`src/rtl/bch_ctrl_pkg.sv`:
```
// Shared widths, state encoding and the BCH(31,21) shortened-code helper
// used by the sequential dual-block decoder controller.
package bch_ctrl_pkg;

  localparam int BLK_W  = 26;  // one shortened BCH block
  localparam int DATA_W = 16;  // data bits per block
  localparam int PAR_W  = 10;  // parity bits per block
  localparam int WORD_W = 52;  // two blocks
  localparam int OUT_W  = 32;  // two data fields

  // g(x) = (x^5+x^2+1)(x^5+x^4+x^3+x^2+1), double-error-correcting
  localparam logic [PAR_W:0] GEN_POLY = 11'h769;

  typedef enum logic [1:0] {
    IDLE   = 2'd0,
    DEC_LO = 2'd1,
    DEC_HI = 2'd2,
    DONE   = 2'd3
  } bch_ctrl_state_t;

  // Remainder of v(x) modulo g(x); zero for every valid codeword.
  function automatic logic [PAR_W-1:0] bch_rem(input logic [BLK_W-1:0] v);
    logic [BLK_W-1:0] r;
    r = v;
    for (int k = BLK_W - 1; k >= PAR_W; k--) begin
      if (r[k]) begin
        r = r ^ (BLK_W'(GEN_POLY) << (k - PAR_W));
      end
    end
    return r[PAR_W-1:0];
  endfunction

endpackage

```
`src/rtl/bch_31_top.sv`:
```
// Combinational decoder for one 26-bit shortened BCH block (16 data + 10
// parity). Corrects up to two bit errors; reports any non-zero syndrome.
module bch_31_top
  import bch_ctrl_pkg::*;
(
  input  logic [BLK_W-1:0]  i_code,
  output logic [DATA_W-1:0] o_data,
  output logic              o_error_detected
);

  logic [PAR_W-1:0]  w_syn;
  logic [DATA_W-1:0] w_flip;

  assign w_syn = bch_rem(i_code);

  // A data bit flips when the syndrome matches that bit alone, or that bit
  // paired with any other position. Code distance 5 keeps these patterns
  // unique, so at most the true error positions ever match.
  genvar gi, gj;
  generate
    for (gi = PAR_W; gi < BLK_W; gi++) begin : g_bit
      localparam logic [PAR_W-1:0] REM_I = bch_rem(BLK_W'(1) << gi);
      logic [BLK_W-1:0] w_pair_hit;
      for (gj = 0; gj < BLK_W; gj++) begin : g_pair
        localparam logic [PAR_W-1:0] REM_J = bch_rem(BLK_W'(1) << gj);
        if (gj == gi) begin : g_self
          assign w_pair_hit[gj] = (w_syn == REM_I);
        end else begin : g_other
          assign w_pair_hit[gj] = (w_syn == (REM_I ^ REM_J));
        end
      end
      assign w_flip[gi-PAR_W] = |w_pair_hit;
    end
  endgenerate

  assign o_data           = i_code[BLK_W-1:PAR_W] ^ w_flip;
  assign o_error_detected = |w_syn;

endmodule

```
`src/rtl/bch_32_bits_seq_ctrl.sv`:
```
// Time-shares one bch_31_top between the low and high block of a 52-bit
// protected word, returning 32 corrected data bits over valid/ready and
// keeping a saturating count of delivered words that carried errors.
module bch_32_bits_seq_ctrl
  import bch_ctrl_pkg::*;
#(
  parameter int CNT_W = 16
) (
  input  logic              clk,
  input  logic              rst,
  input  logic              in_valid,
  output logic              in_ready,
  input  logic [WORD_W-1:0] data_in,
  output logic              out_valid,
  input  logic              out_ready,
  output logic [OUT_W-1:0]  word_out,
  output logic              err_lo,
  output logic              err_hi,
  output logic              error_detected,
  input  logic              clr_count,
  output logic [CNT_W-1:0]  err_count
);

  bch_ctrl_state_t   r_state;
  bch_ctrl_state_t   w_state_next;
  logic [WORD_W-1:0] r_hold;
  logic [OUT_W-1:0]  r_word;
  logic              r_err_lo;
  logic              r_err_hi;
  logic              r_error_detected;
  logic [CNT_W-1:0]  r_count;

  logic [BLK_W-1:0]  w_dec_in;
  logic [DATA_W-1:0] w_dec_data;
  logic              w_dec_err;
  logic              w_deliver;

  bch_31_top u_dec (
    .i_code           (w_dec_in),
    .o_data           (w_dec_data),
    .o_error_detected (w_dec_err)
  );

  // Next state, handshake outputs and decoder input select.
  always_comb begin
    w_state_next = r_state;
    in_ready     = 1'b0;
    out_valid    = 1'b0;
    w_dec_in     = r_hold[BLK_W-1:0];
    case (r_state)
      IDLE: begin
        in_ready = 1'b1;
        if (in_valid) begin
          w_state_next = DEC_LO;
        end
      end
      DEC_LO: begin
        w_state_next = DEC_HI;
      end
      DEC_HI: begin
        w_dec_in     = r_hold[WORD_W-1:BLK_W];
        w_state_next = DONE;
      end
      DONE: begin
        out_valid = 1'b1;
        if (out_ready) begin
          w_state_next = IDLE;
        end
      end
      default: begin
        w_state_next = IDLE;
      end
    endcase
  end

  assign w_deliver = out_valid & out_ready;

  // State, holding register, per-block result capture and error counter.
  always_ff @(posedge clk) begin
    if (rst) begin
      r_state          <= IDLE;
      r_hold           <= '0;
      r_word           <= '0;
      r_err_lo         <= 1'b0;
      r_err_hi         <= 1'b0;
      r_error_detected <= 1'b0;
      r_count          <= '0;
    end else begin
      r_state <= w_state_next;
      if (r_state == IDLE && in_valid) begin
        r_hold <= data_in;
      end
      if (r_state == DEC_LO) begin
        r_word[DATA_W-1:0] <= w_dec_data;
        r_err_lo           <= w_dec_err;
      end
      if (r_state == DEC_HI) begin
        r_word[OUT_W-1:DATA_W] <= w_dec_data;
        r_err_hi               <= w_dec_err;
        r_error_detected       <= r_err_lo | w_dec_err;
      end
      // clear takes priority over a coincident increment
      if (clr_count) begin
        r_count <= '0;
      end else if (w_deliver && r_error_detected && r_count != '1) begin
        r_count <= r_count + CNT_W'(1);
      end
    end
  end

  assign word_out       = r_word;
  assign err_lo         = r_err_lo;
  assign err_hi         = r_err_hi;
  assign error_detected = r_error_detected;
  assign err_count      = r_count;

endmodule
```
`config.mk`:
```
export PLATFORM = sky130hd
export DESIGN_NAME = bch_32_bits_seq_ctrl
export DESIGN_NICKNAME = d
export VERILOG_FILES = /design/src/rtl/bch_ctrl_pkg.sv /design/src/rtl/bch_31_top.sv /design/src/rtl/bch_32_bits_seq_ctrl.sv
export SDC_FILE = /design/constraint.sdc
export NUM_CORES = 1
export LEC_CHECK = 0
export BUFFER_PORTS_ARGS = -buffer_cell sky130_fd_sc_hd__buf_4
export CORE_ASPECT_RATIO = 2
export CORE_UTILIZATION = 55
export CTS_CLUSTER_SIZE = 16
export DETAILED_ROUTE_END_ITERATION = 8
export PLACE_DENSITY = 0.82
export SETUP_SLACK_MARGIN = 0.2
export SYNTH_ARGS = -nofsm -noshare
export SYNTH_HDL_FRONTEND = slang
export SYNTH_HIERARCHICAL = 1
export SYNTH_SLANG_ARGS = --single-unit
```
`constraint.sdc`:
```
create_clock -name clk -period 6.4 [get_ports clk]
set_clock_uncertainty 0.15 [all_clocks]
set_input_delay 0 -clock clk [delete_from_list [all_inputs] [get_ports clk]]
set_output_delay 0 -clock clk [all_outputs]
set_load 0.02 [all_outputs]
```
==> metrics, run 1 <==
status=stopped before the end; Stop stage=global routing; Run Error=[ERROR GRT-0116] Global routing finished with congestion. Check the congestion regions in the DRC Viewer.; hpwl dp=30200 µm; Clock Tree Root=clkbuf_16; Yosys warning count=6; GPL Wtd Cong=1.19; pre-CTS WS=0.373 ns; I/O pin total=110; Post-synth ARST share=0%; synth cell count leaders=nand2_1, dfxtp_1, nor3_1; syn avg cell area=7.80 µm²; Port Buf Inserts=109; TritonCTS buffer count=9; Syn Inst Count=1108; first-pass GRT wire length=76600 µm; Post-Syn Area=8640 µm²; row count=64; top_reg_cell synth=dfxtp_1; CTS sink cnt=105; synth top area cells=dfxtp_1, nand2_1, mux2i_1, nor3_1, a21oi_1; remaining global-route overflow=10; largest net degree at the start of global routing=93; Netlist cell types=84; Synth top area share=24.3%; synthesized flop and latch total=105; largest area contributor in the netlist=dfxtp_1; count leader, synth=nand2_1; syn_nets=1170; EDFF count, synth=0; sequential area share after synthesis=24.3%; Initial Util=56.5%; total track usage=62.9%; H-tree depth=3; Die Span X=90.6 µm; Post-CTS Setup Inserts=0; vias in the first global route=12200; clk buf depth=2; Die Y-Extent=179 µm
stage by stage:
stage | util, % | instance area, µm² | instances
CTS | 70.9 | 10800 | 1471
detailed placement | 65.3 | 9990 | 1401
global placement | 65.3 | 9990 | 1401
floorplan | - | 8640 | 1108
cell families after synthesis:
kind of cell    share of synthesized area [%]
xor+xnor                                 12.7
buf+inv                                  5.27
simple gates                             22.4
flops                                    24.3
compound gates                           25.7
mux                                      8.93
fa+ha+maj                               0.724
what timing repair did:
item | CTS
resized for setup | 0
hold endpoints to repair | 69
hold buffers | 54
per-layer routing:
metal / GRT overflow / track usage, %
met2: 5 / 93.2
met4: 5 / 74.3
met3: 0 / 27.8
met5: 0 / 0
met1: 0 / 60.3
==> run 2, diff against run 1 <==
CORE_ASPECT_RATIO = default   (was 2)
CORE_UTILIZATION = 40   (was 55)
CTS_CLUSTER_SIZE = default   (was 16)
PLACE_DENSITY = default   (was 0.82)
PLACE_DENSITY_LB_ADDON = 0.15   (was default)
SETUP_SLACK_MARGIN = default   (was 0.2)
==> run 2 against run 1 <==
Net effect:
- the flow now finishes without violations
- area after synthesis did not move
- synthesized cell count did not move
==> metrics, run 2 <==
status=finished clean; largest fanout on the critical path=19; syn avg cell area=7.80 µm²; Max stage delay on crit path=0.68 ns; Sequential Area=2100 µm²; worst hold path class=in -> reg; max reg flops=52; Initial Util=41.0%; Hold Startpoint=rst; via count=9851; Netlist cell types=84; total track usage=31.7%; H-tree depth=3; crit path DAT=6.10 ns; commonest non-fill, non-tap cell in the layout=buf_4; GPL Wtd Cong=1.07; synth top area cells=dfxtp_1, nand2_1, mux2i_1, nor3_1, a21oi_1; Die Span X=149 µm; max cap viols=0; CTS sink cnt=105; Syn Inst Count=1108; remaining global-route overflow=0; synth cell count leaders=nand2_1, dfxtp_1, nor3_1; I/O pin total=110; clk buf depth=2; max frequency=165 MHz; clock slew at reported path FFs=0.07 ns; drt total wl=35400 µm; Port Buf Inserts=109; Slew Viols, Final=0; startpoint types=register; Post-synth ARST share=0%; Worst path slowest cell=a2bb2oi_2; Reg with most FFs=r_hold; slew margin rel.=27.8%; P&R area growth vs syn=24.6%; Slew @ Worst Pin=1.08 ns; Fin Setup TNS=0 ns; WL/cell=23.1 µm; Post-Syn Area=8640 µm²; largest net degree at the start of global routing=93; fill cell count=2034; first-pass GRT wire length=54100 µm; ANT nets after route=0; number of diodes=0; Yosys warning count=6; RSZ-0062 raised after global routing=no; worst r2r dst=word_out[0]$_SDFFE_PP0N_; final hold slack=0.125 ns; Hold Path End=err_hi$_SDFFE_PP0P_; drt via density=6.43; top_reg_cell synth=dfxtp_1; syn_nets=1170; EDFF count, synth=0; hpwl dp=25100 µm; PostCTS Resize Cnt=0; fin crit period=6.05 ns; Clock Tree Root=clkbuf_16; Synth top area share=24.3%; count leader, synth=nand2_1; Multi-input gate area=6120 µm²; clk_lat worst skew=0.34 ns; Final period util=94.6%; hold-critical path depth=2; sequential area share after synthesis=24.3%; initial antenna violation count=0; reg-to-reg startpoint=r_state[0]$_SDFFE_PP0P_; critical path type=reg -> reg; post-layout net count=1313; synthesized flop and latch total=105; core footprint=21100 µm²; Reg2Reg Depth=18; area of the die=22200 µm²; CTS tree=yes; largest area contributor in the netlist=dfxtp_1; Die Y-Extent=149 µm; final hold vios=0; hold_buf cts=55; critical path endpoint category=register; setup violators final=0; Critical Path RT=6.45 ns; Remaining DRCs=0; fraction of layout cells with a size suffix above 1=20.5%; First-pass DRT Iterations=6; commonest cells after routing, fill and taps aside=buf_4, nand2_1, dfxtp_1, nor3_1, a21oi_1; Post-CTS Setup Inserts=0; 1st-iter DRT viols=1355; TritonCTS buffer count=9; vias in the first global route=9129; FF-to-FF setup slack=0.35 ns; row count=53; crit-path cells=inv_1 -> ha_2 -> buf_4 -> mux2_2 -> xnor3_1 -> xnor2_4 -> xnor3_2 -> nor2_1 -> a21oi_2 -> a2bb2oi_2 -> buf_4 -> o22ai_1 -> a222oi_1 -> nand2_1 -> nor3_1 -> xnor2_1 -> mux2i_1 -> nor2_1
## run 2: cell counts after synthesis
Identical to the previous run, type by type.
## run 2: worst max-delay path by stage
stage                            startpoint                         to  slack (ns)
floorplan           r_state[0]$_SDFFE_PP0P_  word_out[18]$_SDFFE_PP0P_        1.17
global placement    r_state[0]$_SDFFE_PP0P_   word_out[0]$_SDFFE_PP0N_        0.42
detailed placement  r_state[0]$_SDFFE_PP0P_   word_out[0]$_SDFFE_PP0N_        0.50
CTS                 r_state[0]$_SDFFE_PP0P_   word_out[0]$_SDFFE_PP0N_        0.49
global route        r_state[0]$_SDFFE_PP0P_   word_out[0]$_SDFFE_PP0N_        0.12
finish              r_state[0]$_SDFFE_PP0P_   word_out[0]$_SDFFE_PP0N_        0.35
## run 2: layout make-up
type | instances | area share (%)
inverters | 7 | 0.244
flip-flops and latches | 105 | 19.5
well taps | 275 | 3.20
multi-input cells | 898 | 56.8
clock buffers | 9 | 2.09
clock inverters | 7 | 0.570
repair buffers | 230 | 17.5
## run 2: kinds of logic (layout without fill, tap and decap cells)
logic type / Yosys count / in the layout / synth area share [%]
multiplexers: 72 / 72 / 8.93
AO/OA/AOI/OAI: 320 / 320 / 25.7
adder cells (fa/ha/maj): 5 / 5 / 0.724
buffers and inverters: 105 / 253 / 5.27
XOR/XNOR: 83 / 83 / 12.7
AND/OR/NAND/NOR: 418 / 418 / 22.4
flip-flops: 105 / 105 / 24.3
## run 2: worst max-delay path, delay by kind of cell (launching register included)
kind,cells,cell delay (ns)
adder cells (fa/ha/maj),1,0.31
XOR/XNOR,4,1.49
flip-flops,1,0.34
multiplexers,2,0.64
AND/OR/NAND/NOR,4,0.76
AO/OA/AOI/OAI,4,1.46
buffers and inverters,3,0.72
## run 2: layer usage
metal / part of all wire, % / global-route usage [%] / up-vias
met4: 4.9 / 12.4 / 0
met3: 11 / 8.35 / 161
li1: - / - / 4443
met2: 42 / 47.6 / 708
met1: 42 / 43.2 / 4539
met5: 0 / 0 / -
## run 2: per-stage QoR
stage	cells	utilization [%]	setup WS [ns]	area, µm²
after global routing	1531	51.1	0.120	10800
after global placement	1460	47.1	0.424	9930
after detailed placement	1460	47.1	0.500	9930
final	1531	51.1	0.346	10800
after CTS	1531	51.1	0.485	10800
after floorplan	1108	-	1.17	8640
Power of run 2 is left out: the tool's default activity adds up to more than one toggle a clock period on the data nets, which glitch-free logic cannot reach.
==> run 3, diff against run 2 <==
BUFFER_PORTS_ARGS = -buffer_cell sky130_fd_sc_hd__buf_2   (was -buffer_cell sky130_fd_sc_hd__buf_4)
==> run 3 against run 2 <==
Net effect:
- non-clock buffer count did not move
- fmax up 0.76%
- largest cell class unchanged
- first-iteration DRC count fell by 11%
- final area shrank 2.6%
- final cell count unchanged
- utilization decreased by 1.3 points
- register-to-register slack better by 0.05 ns
==> metrics, run 3 (synthesis gave the netlist of run 2 again) <==
status=finished clean; drt via density=6.37; crit path DAT=6.13 ns; TritonCTS buffer count=9; core footprint=21100 µm²; WL/cell=22.8 µm; I/O pin total=110; clk_lat worst skew=0.35 ns; PostCTS Resize Cnt=0; RSZ-0062 raised after global routing=no; max reg flops=52; final hold slack=0.226 ns; final hold vios=0; slew margin rel.=30.0%; Slew Viols, Final=0; initial antenna violation count=0; commonest cells after routing, fill and taps aside=nand2_1, buf_2, dfxtp_1, nor3_1, a21oi_1; H-tree depth=3; remaining global-route overflow=0; largest fanout on the critical path=22; final setup margin=0.392 ns; max cap viols=0; vias in the first global route=9117; max frequency=166 MHz; clock slew at reported path FFs=0.07 ns; Reg with most FFs=r_hold; post-layout net count=1313; number of diodes=0; Die Span X=149 µm; Fin Setup TNS=0 ns; CTS tree=yes; startpoint types=register; critical path type=reg -> reg; CTS sink cnt=105; clk buf depth=2; area of the die=22200 µm²; Initial Util=41.0%; Post-CTS Setup Inserts=0; row count=53; drt total wl=34900 µm; total track usage=31.2%; pre-CTS WS=0.548 ns; Port Buf Inserts=109; GPL Wtd Cong=1.02; commonest non-fill, non-tap cell in the layout=nand2_1; critical path endpoint category=register; worst hold path class=in -> reg; Die Y-Extent=149 µm; fin crit period=6.01 ns; First-pass DRT Iterations=8; ANT nets after route=0; Critical Path RT=6.53 ns; Slew @ Worst Pin=1.05 ns; fill cell count=2056; setup violators final=0; Remaining DRCs=0; hold_buf cts=55; via count=9756; fraction of layout cells with a size suffix above 1=20.5%; first-pass GRT wire length=53400 µm; P&R area growth vs syn=21.3%; largest net degree at the start of global routing=93; Clock Tree Root=clkbuf_16; 1st-iter DRT viols=1204; Final period util=93.9%; hpwl dp=24400 µm
==> run 3: changes by cell type in the layout (fill, tap and decap cells not counted), sizes merged <==
cell    change
clkbuf      +1
inv         -1
==> run 3: worst max-delay path: stages, from the launching register on <==
cell and delay (ns):
dfxtp_1 0.35, inv_1 0.09, ha_2 0.53, mux2_2 0.49, xnor3_2 0.53, xor2_1 0.34, xor2_1 0.61, nor2_1 0.24
nand2_1 0.24, a2bb2oi_2 0.66, buf_4 0.28, o221ai_1 0.13, a221oi_1 0.39, nand4_1 0.25, xor2_1 0.39, mux2i_1 0.13
nor2_1 0.12
==> run 3: stage by stage <==
step	instance area, µm²	utilization, %	instances
2_1_floorplan	8640	-	1108
3_3_place_gp	9660	45.8	1460
3_5_place_dp	9660	45.8	1460
4_1_cts	10500	49.7	1531
5_1_grt	10500	49.7	1531
6_report	10500	49.7	1531
==> run 3: routing by layer <==
metal | vias up | GRT usage, % | share of wire [%]
met5 | - | 0 | 0
met4 | 0 | 11.7 | 4.6
met3 | 153 | 8.23 | 11
met2 | 626 | 47.7 | 42
met1 | 4519 | 41.8 | 42
li1 | 4458 | - | -
==> run 3: area by class of cell <==
cell class | instances | area (µm²) | area share (%)
multi-input combinational | 898 | 6120 | 58.3
inverter | 7 | 26.3 | 0.251
clock inverter | 6 | 50.0 | 0.477
timing repair buffer | 230 | 1620 | 15.4
sequential | 105 | 2100 | 20.0
tap | 275 | 344 | 3.28
clock buffer | 10 | 229 | 2.18
==> run 3: path summary, 6_finish.rpt <==
| check | start | to | slack, ns | depth (start not counted) |
|---|---|---|---|---|
| max | r_state[0]$_SDFFE_PP0P_ | word_out[9]$_SDFFE_PP0N_ | 0.39 | 16 |
| max reg2reg | r_state[0]$_SDFFE_PP0P_ | word_out[9]$_SDFFE_PP0N_ | 0.39 | 16 |
| min reg2reg | r_hold[39]$_SDFFE_PP0P_ | r_hold[39]$_SDFFE_PP0P_ | 0.31 | 2 |
| min | rst | word_out[3]$_SDFFE_PP0N_ | 0.23 | 3 |
Power of run 3 is left out for the same reason.
==> run 4, diff against run 3 <==
CAP_MARGIN = 20   (was default)
PLACE_DENSITY_LB_ADDON = default   (was 0.15)
==> run 4 against run 3 <==
Net effect:
- final cell count increased by 0.13%
- routed wire length grew 0.95%
- non-clock buffer count up 2
- sequential share of layout area is essentially flat
- utilization increased by 0.083 points
- clock-buffer cell count grew 1
- worst setup slack better by 0.11 ns
- sequential cell count stayed put
- via count is 0.89% higher
- global-route usage up 1.1 points
- fmax up 1.8%
- critical path type unchanged
- critical endpoint is now word_out[28]$_SDFFE_PP0P_
- largest cell class unchanged
- highest routed layer unchanged
==> metrics, run 4 (synthesis gave the netlist of run 2 again) <==
status=finished clean; fill cell count=2044; via count=9843; total track usage=32.3%; clk buf depth=2; FF-to-FF setup slack=0.50 ns; Die Span X=149 µm; First-pass DRT Iterations=7; RSZ-0062 raised after global routing=no; fin crit period=5.90 ns; worst r2r dst=word_out[28]$_SDFFE_PP0P_; Reg with most FFs=r_hold; ANT nets after route=0; max reg flops=52; hpwl dp=24100 µm; core footprint=21100 µm²; drt total wl=35200 µm; Post-Layout Cell Count=1533; critical path endpoint category=register; Port Buf Inserts=109; number of diodes=0; Critical Path RT=6.45 ns; first-pass GRT wire length=55000 µm; slew margin rel.=26.6%; clk_lat worst skew=0.35 ns; TritonCTS buffer count=9; WL/cell=23.0 µm; CTS tree=yes; initial antenna violation count=0; final hold vios=0; design area=10500 µm²; Worst setup endpoint=word_out[28]$_SDFFE_PP0P_; max frequency=169 MHz; vias in the first global route=9353; GPL Wtd Cong=1.11; row count=53; Initial Util=41.0%; remaining global-route overflow=0; Hold Startpoint=rst; Clock Tree Root=clkbuf_16; crit path DAT=5.95 ns; 1st-iter DRT viols=1692; commonest cells after routing, fill and taps aside=nand2_1, buf_2, dfxtp_1, nor3_1, a21oi_1; post-layout net count=1315; Slew @ Worst Pin=1.10 ns; dpl cell area=9660 µm²; Slew Viols, Final=0; setup violators final=0; Placed Cells=1462; fraction of layout cells with a size suffix above 1=20.6%; Final period util=92.2%; largest net degree at the start of global routing=93; startpoint types=register; clock slew at reported path FFs=0.07 ns; Reg2Reg Depth=17; area of the die=22200 µm²; Remaining DRCs=0; largest fanout on the critical path=19; commonest non-fill, non-tap cell in the layout=nand2_1; Multi-input gate area=6120 µm²; PostCTS Resize Cnt=0; reg-to-reg startpoint=r_state[0]$_SDFFE_PP0P_; max cap viols=0; Fin Setup TNS=0 ns; CTS sink cnt=105; Sequential Area=2100 µm²; P&R area growth vs syn=21.5%; Die Y-Extent=149 µm; H-tree depth=3; critical path type=reg -> reg; drt via density=6.42; worst hold path class=in -> reg; I/O pin total=110; crit path from=r_state[0]$_SDFFE_PP0P_
[run 4: repair_timing]
action,4_1_cts,5_1_grt
hold buffers,55,0
buffers inserted,0,0
hold endpoints to repair,70,0
[run 4: worst min-delay path by stage]
stage | end | slack, ns | depth (start not counted)
floorplan | r_hold[26]$_SDFFE_PP0P_ | -0.01 | 2
global placement | r_hold[15]$_SDFFE_PP0P_ | 0.09 | 3
detailed placement | r_hold[37]$_SDFFE_PP0P_ | 0.1 | 3
CTS | word_out[10]$_SDFFE_PP0N_ | 0.21 | 3
global route | word_out[16]$_SDFFE_PP0P_ | 0.25 | 3
finish | word_out[10]$_SDFFE_PP0N_ | 0.20 | 3
[run 4: worst max-delay path, cell delays in order, from the launching register on]
cell       delay, ns
dfxtp_1         0.34
inv_1           0.10
ha_2            0.36
buf_4           0.25
mux2_2          0.42
xnor3_1         0.46
xnor2_4         0.35
xor2_1          0.50
xor2_4          0.31
nand2_1         0.38
buf_4           0.31
a21oi_1         0.09
o21ai_0         0.77
o2111ai_1       0.28
a211oi_1        0.29
xnor2_1         0.13
mux2i_1         0.15
nor2_1          0.06
[run 4: area by class of cell]
class | count | area share [%]
Tap cell | 275 | 3.28
Sequential cell | 105 | 20.0
Clock buffer | 11 | 2.31
Timing Repair Buffer | 232 | 15.4
Clock inverter | 5 | 0.488
Inverter | 7 | 0.250
Multi-Input combinational cell | 898 | 58.2
[run 4: layer usage]
layer	wire (µm)	up-vias	GRT usage (%)
met1	14400	4488	42.6
met3	4250	207	11.9
met2	14600	694	47.2
met5	0	-	0
li1	-	4454	-
met4	1960	0	13.6
[run 4: metrics by stage]
step | hold WS [ns] | util (%) | setup WS, ns
final | 0.201 | 49.8 | 0.498
after detailed placement | 0.0954 | 45.8 | 0.805
after CTS | 0.211 | 49.8 | 0.809
after global routing | 0.255 | 49.8 | 0.268
after floorplan | -0.0140 | - | 1.17
after global placement | 0.0898 | 45.8 | 0.879
Power of run 4 is left out for the same reason.
